[config.mk]
export PLATFORM = sky130hd
export DESIGN_NAME = tagged_flux_fifo_flat
export DESIGN_NICKNAME = d
export VERILOG_FILES = /design/src/rtl/tagged_flux_fifo_if.sv /design/src/rtl/tagged_flux_fifo.sv /design/src/flat_wrapper.sv
export SDC_FILE = /design/constraint.sdc
export NUM_CORES = 1
export LEC_CHECK = 0
export BUFFER_PORTS_ARGS = -buffer_cell sky130_fd_sc_hd__buf_2
export CAP_MARGIN = 20
export CORE_ASPECT_RATIO = 1.25
export CORE_MARGIN = 2
export CORE_UTILIZATION = 45
export DETAILED_ROUTE_END_ITERATION = 8
export SLEW_MARGIN = 25
export SYNTH_ARGS = -nofsm -noshare
export SYNTH_HDL_FRONTEND = slang
export SYNTH_SLANG_ARGS = --single-unit
[constraint.sdc]
create_clock -name clk -period 2.9 [get_ports clk]
set_input_delay 0.29 -clock clk [delete_from_list [all_inputs] [get_ports clk]]
set_output_delay 0.29 -clock clk [all_outputs]
set_load 0.01 [all_outputs]
[src/rtl/tagged_flux_fifo_if.sv]
// tagged_flux_fifo_if
//   Bundle between producer/consumer actors and the tagged multi-flux FIFO.
//   master : actor side. It drives write/din/read and observes full/empty/dout.
//   slave  : FIFO side. It observes write/din/read and drives full/empty/dout.
//   Signals:
//     write     : write strobe
//     din       : {tag, data}; the tag sits in the MSBs
//     full      : per-flux full flags
//     read      : per-flux pop requests
//     empty     : per-flux empty flags
//     dout      : head word of the selected flux
//     overflow  : sticky dropped-write flag (only with FIFO_ERR_EN)
//     underflow : sticky empty-pop flag (only with FIFO_ERR_EN)
interface tagged_flux_fifo_if #(
  parameter int FLUX       = 2,
  parameter int DATA_WIDTH = 7,
  parameter int TAG_WIDTH  = $clog2(FLUX)
);
  logic                            write;
  logic [TAG_WIDTH+DATA_WIDTH-1:0] din;
  logic [FLUX-1:0]                 full;
  logic [FLUX-1:0]                 read;
  logic [FLUX-1:0]                 empty;
  logic [DATA_WIDTH-1:0]           dout;
`ifdef FIFO_ERR_EN
  logic                            overflow;
  logic                            underflow;
`endif

  modport master (
    output write, din, read,
    input  full, empty, dout
`ifdef FIFO_ERR_EN
    , input overflow, underflow
`endif
  );

  modport slave (
    input  write, din, read,
    output full, empty, dout
`ifdef FIFO_ERR_EN
    , output overflow, underflow
`endif
  );
endinterface

[src/rtl/tagged_flux_fifo.sv]
// tagged_flux_fifo
//   This block holds FLUX independent first-word-fall-through queues of DEPTH
//   words each, between dataflow actors. A tagged write {tag, data} goes to
//   queue[tag]. Each flux is popped through its own read bit. Only the lowest
//   set read bit is honoured.
//   Ports:
//     clk   : sole clock; all state changes on the rising edge
//     rst_n : asynchronous active-low reset
//     bus   : tagged_flux_fifo_if.slave (write, din, full, read, empty, dout)
//   Optional feature macro: FIFO_ERR_EN. When it is defined, the block adds the
//   sticky overflow and underflow flags on the bus.
module tagged_flux_fifo #(
  parameter int FLUX       = 2,
  parameter int DATA_WIDTH = 7,
  parameter int DEPTH      = 4,
  parameter int TAG_WIDTH  = $clog2(FLUX)
) (
  input  logic                 clk,
  input  logic                 rst_n,
  tagged_flux_fifo_if.slave    bus
);
  localparam int PTR_W = $clog2(DEPTH);
  localparam int CNT_W = PTR_W + 1;

  logic [DATA_WIDTH-1:0] mem     [FLUX][DEPTH];
  logic [PTR_W-1:0]      wptr    [FLUX];
  logic [PTR_W-1:0]      rptr    [FLUX];
  logic [CNT_W-1:0]      cnt     [FLUX];
  logic [CNT_W-1:0]      cnt_nxt [FLUX];
  logic [FLUX-1:0]       empty_r;
  logic [FLUX-1:0]       full_r;

  logic [TAG_WIDTH-1:0]  tag;
  logic [DATA_WIDTH-1:0] wdata;
  logic                  tag_ok;
  logic [TAG_WIDTH-1:0]  rd_idx;
  logic                  rd_any;
  logic [FLUX-1:0]       wr_en;
  logic [FLUX-1:0]       pop;
  logic [DATA_WIDTH-1:0] dout_c;

  assign tag    = bus.din[TAG_WIDTH+DATA_WIDTH-1 -: TAG_WIDTH];
  assign wdata  = bus.din[DATA_WIDTH-1:0];
  assign tag_ok = int'(tag) < FLUX;

  // Request decode: the lowest set read bit wins, so a multi-hot read is tamed
  always_comb begin
    rd_any = 1'b0;
    rd_idx = '0;
    for (int i = FLUX - 1; i >= 0; i--) begin
      if (bus.read[i]) begin
        rd_any = 1'b1;
        rd_idx = TAG_WIDTH'(i);
      end
    end
  end

  // Acceptance uses registered flags only. A full queue drops its write even
  // when it is popped in the same cycle.
  always_comb begin
    for (int i = 0; i < FLUX; i++) begin
      wr_en[i]   = bus.write && tag_ok && (int'(tag) == i) && !full_r[i];
      pop[i]     = rd_any && (int'(rd_idx) == i) && !empty_r[i];
      cnt_nxt[i] = cnt[i] + CNT_W'(wr_en[i]) - CNT_W'(pop[i]);
    end
  end

  // Output select: the requested flux head, otherwise the lowest non-empty head
  always_comb begin
    dout_c = '0;
    if (rd_any) begin
      if (!empty_r[rd_idx])
        dout_c = mem[rd_idx][rptr[rd_idx]];
    end else begin
      for (int i = FLUX - 1; i >= 0; i--) begin
        if (!empty_r[i])
          dout_c = mem[i][rptr[i]];
      end
    end
  end

  // State update: pointers, counts and flags registered from next-state
  always_ff @(posedge clk or negedge rst_n) begin
    if (!rst_n) begin
      for (int i = 0; i < FLUX; i++) begin
        wptr[i] <= '0;
        rptr[i] <= '0;
        cnt[i]  <= '0;
      end
      empty_r <= '1;
      full_r  <= '0;
    end else begin
      for (int i = 0; i < FLUX; i++) begin
        if (wr_en[i])
          wptr[i] <= wptr[i] + PTR_W'(1);
        if (pop[i])
          rptr[i] <= rptr[i] + PTR_W'(1);
        cnt[i]     <= cnt_nxt[i];
        empty_r[i] <= (cnt_nxt[i] == '0);
        full_r[i]  <= (cnt_nxt[i] == CNT_W'(DEPTH));
      end
    end
  end

  // Storage: the words carry no reset. The counters decide what is valid.
  always_ff @(posedge clk) begin
    for (int i = 0; i < FLUX; i++) begin
      if (wr_en[i])
        mem[i][wptr[i]] <= wdata;
    end
  end

  assign bus.full  = full_r;
  assign bus.empty = empty_r;
  assign bus.dout  = dout_c;

`ifdef FIFO_ERR_EN
  logic ovf_r;
  logic unf_r;

  always_ff @(posedge clk or negedge rst_n) begin
    if (!rst_n) begin
      ovf_r <= 1'b0;
      unf_r <= 1'b0;
    end else begin
      if (bus.write && !(|wr_en))
        ovf_r <= 1'b1;
      if (rd_any && !(|pop))
        unf_r <= 1'b1;
    end
  end

  assign bus.overflow  = ovf_r;
  assign bus.underflow = unf_r;
`endif
endmodule

[src/flat_wrapper.sv]
// flat-port wrapper written by rule: the top's interface ports become plain ports
module tagged_flux_fifo_flat 
#(
  parameter int FLUX       = 2,
  parameter int DATA_WIDTH = 7,
  parameter int DEPTH      = 4,
  parameter int TAG_WIDTH  = $clog2(FLUX)
)
  (clk, rst_n, bus_write, bus_din, bus_read, bus_full, bus_empty, bus_dout);
  tagged_flux_fifo_if #(.FLUX(FLUX), .DATA_WIDTH(DATA_WIDTH), .TAG_WIDTH(TAG_WIDTH)) bus_i ();
  input  logic clk;
  input  logic rst_n;
  input wire logic [$bits(bus_i.write)-1:0] bus_write;
  input wire logic [$bits(bus_i.din)-1:0] bus_din;
  input wire logic [$bits(bus_i.read)-1:0] bus_read;
  output wire logic [$bits(bus_i.full)-1:0] bus_full;
  output wire logic [$bits(bus_i.empty)-1:0] bus_empty;
  output wire logic [$bits(bus_i.dout)-1:0] bus_dout;
  assign bus_i.write = bus_write;
  assign bus_i.din = bus_din;
  assign bus_i.read = bus_read;
  assign bus_full = bus_i.full;
  assign bus_empty = bus_i.empty;
  assign bus_dout = bus_i.dout;
  tagged_flux_fifo #(.FLUX(FLUX), .DATA_WIDTH(DATA_WIDTH), .DEPTH(DEPTH), .TAG_WIDTH(TAG_WIDTH)) u_core (.clk(clk), .rst_n(rst_n), .bus(bus_i));
endmodule
=== Word level (Yosys, flattened, before mapping) ===
Memory sizes are Yosys's and may differ from the RTL's.
Cells that the tools add are included.
W data, S select, Z words.

* Flip-flop bits (word level): 18
* Bits in writable memories: 56
* Input port bits: 13
* Output and inout bits: 11
* Word-level logic and storage cells: 85
* Memories kept: 1

{| class="wikitable"
|+ Memories
! name !! words !! width !! read ports !! clocked after memory_dff !! write ports !! line !! source
|-
| u_core.mem || 2 || 28 || 3 || 0 || 1 || tagged_flux_fifo.sv:25 || <nowiki>logic [DATA_WIDTH-1:0] mem [FLUX][DEPTH];</nowiki>
|}

* Add/sub/neg operators: 8
* $lt $le $gt $ge: 9
* Equal/unequal tests: 2
* Muxes and demuxes: 32
* Bitwise operators: 8
* Reductions and logical operators: 17

{| class="wikitable"
|+ Operator list
! cell !! number
|-
| $mux W28 || 4
|-
| $mux W7 || 12
|-
| $bmux W7 S2 || 3
|-
| $demux W7 S2 || 2
|-
| $reduce_or A28 Y1 || 1
|-
| $ge A3 B3 Y1 const B || 5
|-
| $not A2 Y3 || 5
|-
| $logic_and A1 B1 Y1 || 10
|-
| $add A2 B1 Y2 const B || 4
|-
| $mux W1 || 8
|-
| $add A3 B1 Y3 || 2
|-
| $eq A3 B3 Y1 const B || 2
|-
| $logic_not A3 Y1 || 2
|-
| $lt A3 B1 Y1 const B || 2
|-
| $mux W2 || 3
|-
| $sub A3 B1 Y3 || 2
|-
| $logic_not A1 Y1 || 4
|-
| $ge A2 B2 Y1 const B || 1
|-
| $lt A1 B2 Y1 const B || 1
|-
| $not A1 Y1 || 2
|-
| $not A1 Y2 || 1
|}

=== Longest topological paths before layout ===
Gate-level depths: netlist of run 1.

* Word-level depth: 12
* Depth in mapped cells: 10

=== Worst setup path before layout of run 1 ===
Ideal clock, no wire load.

* Kind: input port to flip-flop
* From: in bus_read[0]
* To: reg u_core.full_r[1] (netlist: u_core.bus.full[1])
* Arrival: 2.142 ns
* Slack: 0.670 ns
* Cell stages on the path: 10
* Cell sequence: buf_2 nor3b_1 ha_1 inv_1 ha_1 inv_1 fa_1 xnor2_1 xnor2_1 nor3b_1

{| class="wikitable"
|+ RTL lines
! element !! line !! source
|-
| start: declaration || flat_wrapper.sv:15 || <nowiki>input wire logic [$bits(bus_i.read)-1:0] bus_read;</nowiki>
|-
| end signal: indexed assignment || tagged_flux_fifo.sv:100 || <nowiki>full_r[i] <= (cnt_nxt[i] == CNT_W'(DEPTH));</nowiki>
|-
| end: declaration || tagged_flux_fifo.sv:31 || <nowiki>logic [FLUX-1:0] full_r;</nowiki>
|}

=== Worst setup path in the final report of run 1 ===
* From: reg u_core.rptr[0] (netlist name)
* To: out bus_dout[5]

* Word-level cells in the longest chain between the ends: 9
* Elaborated cells between the ends (all ways): 15
* Classes of those cells: mux: 13; bitwise: 2

{| class="wikitable"
|+ RTL lines
! element !! line !! source
|-
| start: declaration || tagged_flux_fifo.sv:27 || <nowiki>logic [PTR_W-1:0] rptr [FLUX];</nowiki>
|-
| start signal: indexed assignment || tagged_flux_fifo.sv:97 || <nowiki>rptr[i] <= rptr[i] + PTR_W'(1);</nowiki>
|-
| $mux W2 (not written as such) (3 in a row) || tagged_flux_fifo.sv:73 || <nowiki>dout_c = mem[rd_idx][rptr[rd_idx]];</nowiki>
|-
| $not A2 Y3 (not written as such) || tagged_flux_fifo.sv:73 ||
|-
| $bmux W7 S2 || tagged_flux_fifo.sv:73 ||
|-
| $mux W7 (not written as such) (2 in a row) || tagged_flux_fifo.sv:73 ||
|-
| $mux W7 || tagged_flux_fifo.sv:72 || <nowiki>if (!empty_r[rd_idx])</nowiki>
|-
| $mux W7 (*) || tagged_flux_fifo.sv:71 || <nowiki>if (rd_any) begin</nowiki>
|-
| end: declaration || flat_wrapper.sv:18 || <nowiki>output wire logic [$bits(bus_i.dout)-1:0] bus_dout;</nowiki>
|}

Every way passes the cells marked *; elsewhere a longest branch is shown, timed or not. The select of a mux whose other input is x is not followed.

==> results of run 1 <==
[path summary, 6_finish.rpt]
check | to | startpoint | cells after the start | slack (ps)
setup / recovery | bus_dout[5] | u_core.rptr[0] | 5 | 490
hold / removal | u_core.mem[1][16] | bus_din[2] | 1 | 210
setup reg to reg | u_core.bus.full[1] | u_core.bus.empty[1] | 9 | 550
hold reg to reg | u_core.cnt[2] | u_core.cnt[2] | 1 | 490
max in group asynchronous | u_core.bus.empty[0] | rst_n | 2 | 2170
min in group asynchronous | u_core.wptr[1] | rst_n | 2 | 400
[final cells by class]
cell class | count | area (um^2) | share of cell area (%)
sequential | 74 | 2130 | 52.9
multi-input combinational | 124 | 1360 | 33.8
timing repair buffer | 31 | 178 | 4.41
clock buffer | 13 | 149 | 3.69
tap | 95 | 119 | 2.95
inverter | 13 | 48.8 | 1.21
clock inverter | 3 | 40.0 | 0.993
[routing by layer]
metal / GRT usage (%) / share of wire [%] / vias to the layer above
met5: 0 / 0 / -
met4: 7.37 / 1.8 / 0
met3: 3.89 / 3.6 / 10
met2: 27.9 / 53 / 43
met1: 19.4 / 41 / 1012
li1: - / - / 920
[flip-flops by register name (all words and copies together) (netlist names)]
register / flops
u_core.bus.full: 2
u_core.mem: 56
u_core.bus.empty: 2
u_core.rptr: 4
u_core.cnt: 6
u_core.wptr: 4
[per-stage QoR]
step	utilization (%)	setup slack, ps	instance area [um^2]
2_1_floorplan	-	670	3630
3_3_place_gp	48.9	540	3830
3_5_place_dp	48.9	435	3830
4_1_cts	51.5	444	4030
5_1_grt	51.5	317	4030
6_report	51.5	491	4030
[kinds of logic after synthesis]
kind of cell             Yosys count  synth area share (%)
flip-flops                        74                  58.8
XOR/XNOR                          10                  2.41
multiplexers                      57                  21.5
AND/OR/NAND/NOR                   26                  4.86
buffers and inverters             23                  3.69
AO/OA/AOI/OAI                     17                  3.58
adder cells (fa/ha/maj)           14                  5.24
[synthesized netlist by cell type, drive strengths merged]
cell	instances
and2	8
ha	12
nor3	3
nor2	2
mux2	15
mux2i	28
edfxtp	56
dfstp	2
xnor2	8
nor4bb	1
o221ai	7
nand2b	1
nor4b	2
nand2	4
inv	13
buf	10
o21ai	1
a31oi	1
a22oi	7
a21oi	1
nor2b	1
fa	2
mux4	14
xor2	2
dfrtp	16
nor3b	4
[layout by cell type (no fill, tap or decap), types with 2 or more instances in the layout]
cell type   n
a22oi_1     7
buf_2      23
clkbuf_1    3
dfstp_2     2
mux4_2     10
o221ai_1    7
nor3_1      3
xnor2_1     8
nor2_1      2
inv_1      13
nor3b_1     3
xor2_1      2
mux2_2     15
fa_1        2
nand2_1     4
edfxtp_1   56
buf_4       7
clkbuf_8   10
clkinv_2    2
mux2i_1    28
mux4_1      4
ha_1       12
dfrtp_1    16
and2_1      8
[where the power goes]
part	switching (mW)	leakage, nW	internal, mW
combinational	0.653	0.747	0.682
sequential	0.166	0.720	1.35
clock	0.347	0.0974	0.419
[worst max-delay path, stage by stage (launching register included)]
cell and delay (ps):
dfrtp_1 390, buf_4 370, mux4_2 560, a22oi_1 170, o221ai_1 140, buf_2 160
[what timing repair did]
action | 4_1_cts | 5_1_grt
hold buffers | 1 | 0
hold endpoints to repair | 16 | 0
endpoints found under the setup margin | 0 | 0
setup buffers | 0 | 0
resized for setup | 0 | 0
==> metrics, run 1 <==
status complete, no violations; die area 8810 um^2; fin. max-slew vios 0; Layout area overhead 11.0%; clk sink count 74; Worst setup EP type primary output; post-synth top area share 46.3%; die height 104 um; Remaining Overflow, GRT 0; fmax a little over 400 MHz; critical path fanouts, max 21; pwr dens 898 nW/um^2; DRT Pass-1 Iters 4; CTS root buf clkbuf_8; Period Utilization, post-route 83.1%; post-synth net total 248; Synth Instances 221; Final HPWL DP 4.62 mm; max cap viols 0; leading area contributor after synthesis edfxtp_1; dpl cells 336; share of layout cells above drive strength 1 28.3%; largest net degree at the start of global routing 22; TritonCTS clock tree yes; TNS Setup 0 ps; library cells used by synthesis 33; Core Box Area 7840 um^2; Rows 36; worst endpoint required time 2610 ps; Boundary Pins 24; Max Root-Sink Buffers 2; # fillers between 600 and 700; min-delay worst type in2reg; Routability Congestion 0.707; critical path launch point type flop; dominant cells by area after synthesis edfxtp_1, dfrtp_1, mux2i_1, mux4_2, mux2_2; Clk pin slew, worst setup/hold paths 80 ps; Vias/cell 5.62; crit path kind reg2out; Hold Fails Final Rpt 0; Critical Path AT 2120 ps; Final Non-Filler Cells 353; final hold slack 205 ps; final wirelength 6.71 mm; vias in the first global route 2026; Syn Area/Cell 16.4 um^2; Final ANT Viol Nets 0; CTS Buf Count 9; GRT Total Usage 16.3%; DR vias ~2000; Skew-Pair Late Insertion Delay 350 ps; max_slew headroom 63.8%; Post-Syn Area 3630 um^2; fin nets between 200 and 300; Yosys reg bits 74; RSZ-0062 raised after global routing false; post-route minimum period 2410 ps; # diodes 0; drc violations 0; DRT iter0 DRCs about 100; antenna violations before repair 0; register area share after synthesis 58.8%; Port Buf Inserts 23; final setup fails 0; WL/cell roughly 19 um; first-pass GRT wire length around 11 mm; Overall Power 3.62 mW; Tightest Pin Transition 543 ps; clock skew roughly 12 ps; die width 84.4 um; Peak VDD IR ~0.0005 V; H-tree level count 3; Leakage 1.56 nW; Ys Warns 0; Initial Utilization a little under half
Note: power is estimated with default switching activity, not from simulation.
==> run 2: changes to the inputs <==
==> constraint.sdc (replaced) <==
create_clock -name clk -period 2.3 [get_ports clk]
set_input_delay 0.23 -clock clk [delete_from_list [all_inputs] [get_ports clk]]
set_output_delay 0.23 -clock clk [all_outputs]
set_load 0.01 [all_outputs]
==> run 2 against run 1 <==
Net effect:
- sequential power rose by 22%
- design area up 4.4%
- register-to-register slack worse by 420 ps
- die area unchanged
==> metrics, run 2 (synthesis gave the netlist of run 1 again) <==
max_slew headroom 61.3%; final worst slack approximately 86 ps; Area after DPL 3890 um^2; status complete, no violations; CTS Buf Count 9; final wirelength 7.04 mm; Initial Utilization 46.3%; Hold Fails Final Rpt 0; clk sink count between 70 and 80; H-tree level count 3; Remaining Overflow, GRT 0; min-delay worst type in2reg; fin nets about 290; antenna violations before repair 0; Clk pin slew, worst setup/hold paths 70 ps; Core Box Area 7840 um^2; CTS root buf clkbuf_8; crit path kind reg2out; fmax 452 MHz; # diodes 0; Final ANT Viol Nets 0; DRT iter0 DRCs 90; DR vias 1999; die area 8810 um^2; pwr dens around 1200 nW/um^2; largest net degree at the start of global routing 22; Boundary Pins 24; Period Utilization, post-route 96.3%; Rows 36; die height 104 um; clock skew 6.76 ps; commonest cells after routing, fill and taps aside edfxtp_1, mux2i_1, buf_2, mux2_2, buf_4; WL/cell 19.3 um; worst endpoint required time 2070 ps; Skew-Pair Late Insertion Delay 340 ps; Util after Layout 53.7%; Critical Path AT 1980 ps; post-route minimum period 2210 ps; Max Root-Sink Buffers 2; critical path launch point type flop; fin. max-slew vios 0; Tightest Pin Transition 578 ps; final setup fails 0; RSZ-0062 raised after global routing true; GRT Total Usage around 17%; share of layout cells above drive strength 1 34.2%; dpl ws 99.8 ps; Routability Congestion 0.694; Worst setup EP type primary output; Largest register FFs 56; Peak VDD IR ~0.00075 V; Layout area overhead 15.9%; TritonCTS clock tree yes; max cap viols 0; Vias/cell between 5 and 6; TNS Setup 0 ps; Final Instance Area 4210 um^2; die width 84.4 um; critical path fanouts, max 11; vias in the first global route approximately 2100; drc violations 0; DRT Pass-1 Iters 4; commonest non-fill, non-tap cell in the layout edfxtp_1; Final HPWL DP 4.46 mm; Leakage 1.65 nW; first-pass GRT wire length 10.9 mm; Port Buf Inserts 23
==> run 2: cell types whose count changed in the layout (fill, tap and decap cells not counted), moves of 2 or more <==
cell,previous run,this run
nor3b_2,1,4
dfrtp_2,0,2
buf_12,0,2
nor3b_1,3,0
dfrtp_1,16,14
buf_4,7,15
==> run 2: power breakdown <==
part           switching, mW  total (mW)  leakage (nW)  internal [mW]
logic                  0.985        2.10         0.846           1.11
clock network          0.437       0.926        0.0906          0.489
registers              0.141        1.85         0.718           1.71
==> run 2: what timing repair did <==
item | 4_1_cts | 5_1_grt
pin swaps | 0 | 2
hold buffers | 1 | 0
setup endpoints to repair | 7 | 10
hold endpoints to repair | 16 | 0
buffers inserted | 0 | 6
cloned | 1 | 1
gates resized for setup | 3 | 5
==> run 2: per-stage QoR <==
stage	std cells	hold slack, ps	power (mW)
6_report	364	153	4.88
5_1_grt	364	141	5.19
4_1_cts	357	150	4.74
3_5_place_dp	340	185	3.72
3_3_place_gp	340	184	3.69
2_1_floorplan	221	-65.6	3.28
==> run 2: worst paths after layout <==
| check | from | end | slack, ps | depth (start not counted) |
|---|---|---|---|---|
| setup reg to reg | u_core.bus.empty[1] | u_core.bus.full[1] | 130 | 9 |
| hold reg to reg | u_core.cnt[2] | u_core.cnt[2] | 480 | 1 |
| max in group asynchronous | rst_n | u_core.bus.empty[1] | 1620 | 2 |
| hold / removal | bus_din[3] | u_core.mem[0][10] | 150 | 1 |
| min in group asynchronous | rst_n | u_core.wptr[1] | 350 | 2 |
| setup / recovery | u_core.rptr[2] | bus_dout[0] | 90 | 5 |
==> run 2: critical path: stages, from the launching register on <==
cell and delay (ps):
dfrtp_2 400, buf_12 160, mux4_1 580, a22oi_2 200, o221ai_1 140, buf_2 180
==> run 2: routing by layer <==
layer | vias to the layer above | global-route usage, % | part of all wire (%)
li1 | 944 | - | -
met1 | 1019 | 20.4 | 43
met2 | 27 | 28.7 | 53
met3 | 9 | 4.05 | 2.5
met4 | 0 | 5.44 | 1.4
met5 | - | 0 | 0
==> run 2: layout make-up <==
type | instances | area, um^2
Fill cell | 673 | 3630
Sequential cell | 74 | 2140
Timing Repair Buffer | 43 | 335
Inverter | 13 | 48.8
Tap cell | 95 | 119
Clock buffer | 11 | 131
Multi-Input combinational cell | 124 | 1390
Clock inverter | 4 | 43.8
==> run 3: changes to the inputs <==
==> constraint.sdc (replaced) <==
create_clock -name clk -period 2.2 [get_ports clk]
set_input_delay 0.22 -clock clk [delete_from_list [all_inputs] [get_ports clk]]
set_output_delay 0.22 -clock clk [all_outputs]
set_load 0.01 [all_outputs]
==> run 3 against run 2 <==
Net effect:
- flip-flop and latch count unchanged
- sequential share of layout area down 1.7 points
- final cell count rose by 1.6%
- critical endpoint is now bus_dout[4]
- largest power group unchanged
==> metrics, run 3 (synthesis gave the netlist of run 1 again) <==
Max Root-Sink Buffers 2; critical path fanouts, max 6; die height 104 um; status complete, no violations; max cap viols 0; Worst setup EP type primary output; Period Utilization, post-route 96.4%; Tightest Pin Transition 596 ps; CTS root buf clkbuf_8; H-tree level count 3; fin nets about 300; TritonCTS clock tree yes; antenna violations before repair 0; P_int 3.55 mW; clock skew 10.9 ps; DR vias around 2000; Clk pwr share 16.7%; DRT Pass-1 Iters 4; die area 8810 um^2; Skew-Pair Late Insertion Delay 340 ps; GRT Total Usage 17.1%; drc violations 0; first-pass GRT wire length 11.0 mm; fin. max-slew vios 0; largest net degree at the start of global routing 19; CTS Buf Count 9; Port Buf Inserts 23; Largest register FFs 56; # diodes 0; critical path launch point type flop; vias in the first global route 2096; Final ANT Viol Nets 0; final hold slack between 100 and 150 ps; final setup fails 0; clk sink count 74; Peak VDD IR 0.000867 V; Vias/cell 5.56; final wirelength 7.34 mm; Buf/Inv on CP 2; Routability Congestion 0.707; crit path kind reg2out; Layout area overhead 20.0%; Hold Fails Final Rpt 0; slowest stage cell on the critical path mux4_2; Rows 36; Final Instance Area roughly 4400 um^2; Boundary Pins 24; max_slew headroom between 60% and 70%; Leakage 1.67 nW; Initial Utilization about 46%; Sw Pwr 1.83 mW; switching share of power approximately a third; post-route minimum period between 2000 and 2500 ps; RSZ-0062 raised after global routing true; kind of cell adding the most delay to the critical path multiplexers; share of layout cells above drive strength 1 45.1%; Final HPWL DP 4.60 mm; commonest non-fill, non-tap cell in the layout edfxtp_1; fmax 471 MHz; commonest cells after routing, fill and taps aside edfxtp_1, mux2i_1, buf_2, buf_4; Overall Power 5.38 mW; Util after Layout 55.6%; WL/cell slightly below 20 um; die width ~84 um; Reg power frac between 30% and 40%; combinational power share 46.3%; Area after DPL slightly below 4000 um^2; min-delay worst type in2reg; Critical Path AT 1900 ps; worst endpoint required time 1980 ps; DRT iter0 DRCs 107; dpl ws -14.7 ps; pwr dens roughly 1200 nW/um^2; largest stage delay on the critical path 510 ps; Clk pin slew, worst setup/hold paths 80 ps; final worst slack 79.0 ps; Remaining Overflow, GRT 0; Core Box Area between 7000 and 8000 um^2; cell chain of the critical path buf_12, mux4_2, a22oi_2, o221ai_2, buf_2
==> run 3: cell count changes in the layout (fill, tap and decap cells not counted), sizes merged <==
cell / before / now
clkinvlp: 0 / 4
buf: 40 / 45
clkbuf: 12 / 11
bufinv: 1 / 0
clkinv: 3 / 2
==> run 3: through the flow <==
step	cells	setup TNS (ps)
finish	370	0
global route	370	-23.9
CTS	368	0
detailed placement	342	-14.7
global placement	342	-103
floorplan	221	0
==> run 3: cell type report <==
class | count | area (um^2)
fillers | 669 | 3480
flip-flops and latches | 74 | 2140
multi-input cells | 124 | 1510
repair buffers | 48 | 377
clock buffers | 10 | 128
well taps | 95 | 119
inverters | 13 | 48.8
clock inverters | 6 | 43.8
==> run 3: worst register-to-register path, delay by kind of cell, from the launching register on <==
kind | cells | cell delay, ps
fa+ha+maj | 3 | 760
flops | 1 | 540
xor+xnor | 2 | 310
buf+inv | 3 | 250
simple gates | 2 | 150
==> run 3: power groups by stage <==
stage,combinational [mW],clock [mW],sequential (mW)
5_1_grt,2.71,0.976,2.02
6_report,2.49,0.900,1.99
3_5_place_dp,1.92,0,1.99
2_1_floorplan,1.50,0,1.92
4_1_cts,2.29,0.920,1.97
3_3_place_gp,1.91,0,1.98
==> run 3: final timing paths <==
path                                        to           startpoint  slack (ps)  cells past startpoint
hold / removal               u_core.mem[1][16]           bus_din[2]         150                      1
setup / recovery                   bus_dout[4]       u_core.rptr[2]          80                      5
hold reg to reg                 u_core.wptr[1]       u_core.wptr[1]         600                      1
min in group asynchronous       u_core.wptr[1]                rst_n         350                      2
max in group asynchronous  u_core.bus.empty[0]                rst_n        1520                      2
setup reg to reg           u_core.bus.empty[1]  u_core.bus.empty[1]         140                     10
==> run 3: what timing repair did <==
item | in CTS | in global routing
gates resized for setup | 8 | 27
gates cloned | 2 | 1
pin swaps | 2 | 8
endpoints found under the setup margin | 9 | 12
setup buffers | 7 | 2
hold buffers | 1 | 0
hold endpoints to repair | 16 | 0
==> run 3: metal layers <==
metal / vias to the layer above / global-route usage [%] / part of all wire (%) / wire (um)
li1: 955 / - / - / -
met1: 1050 / 21.1 / 42 / 3110
met2: 42 / 29.1 / 52 / 3810
met3: 9 / 3.41 / 3.8 / 281
met4: 0 / 7.37 / 1.8 / 132
met5: - / 0 / 0 / 0
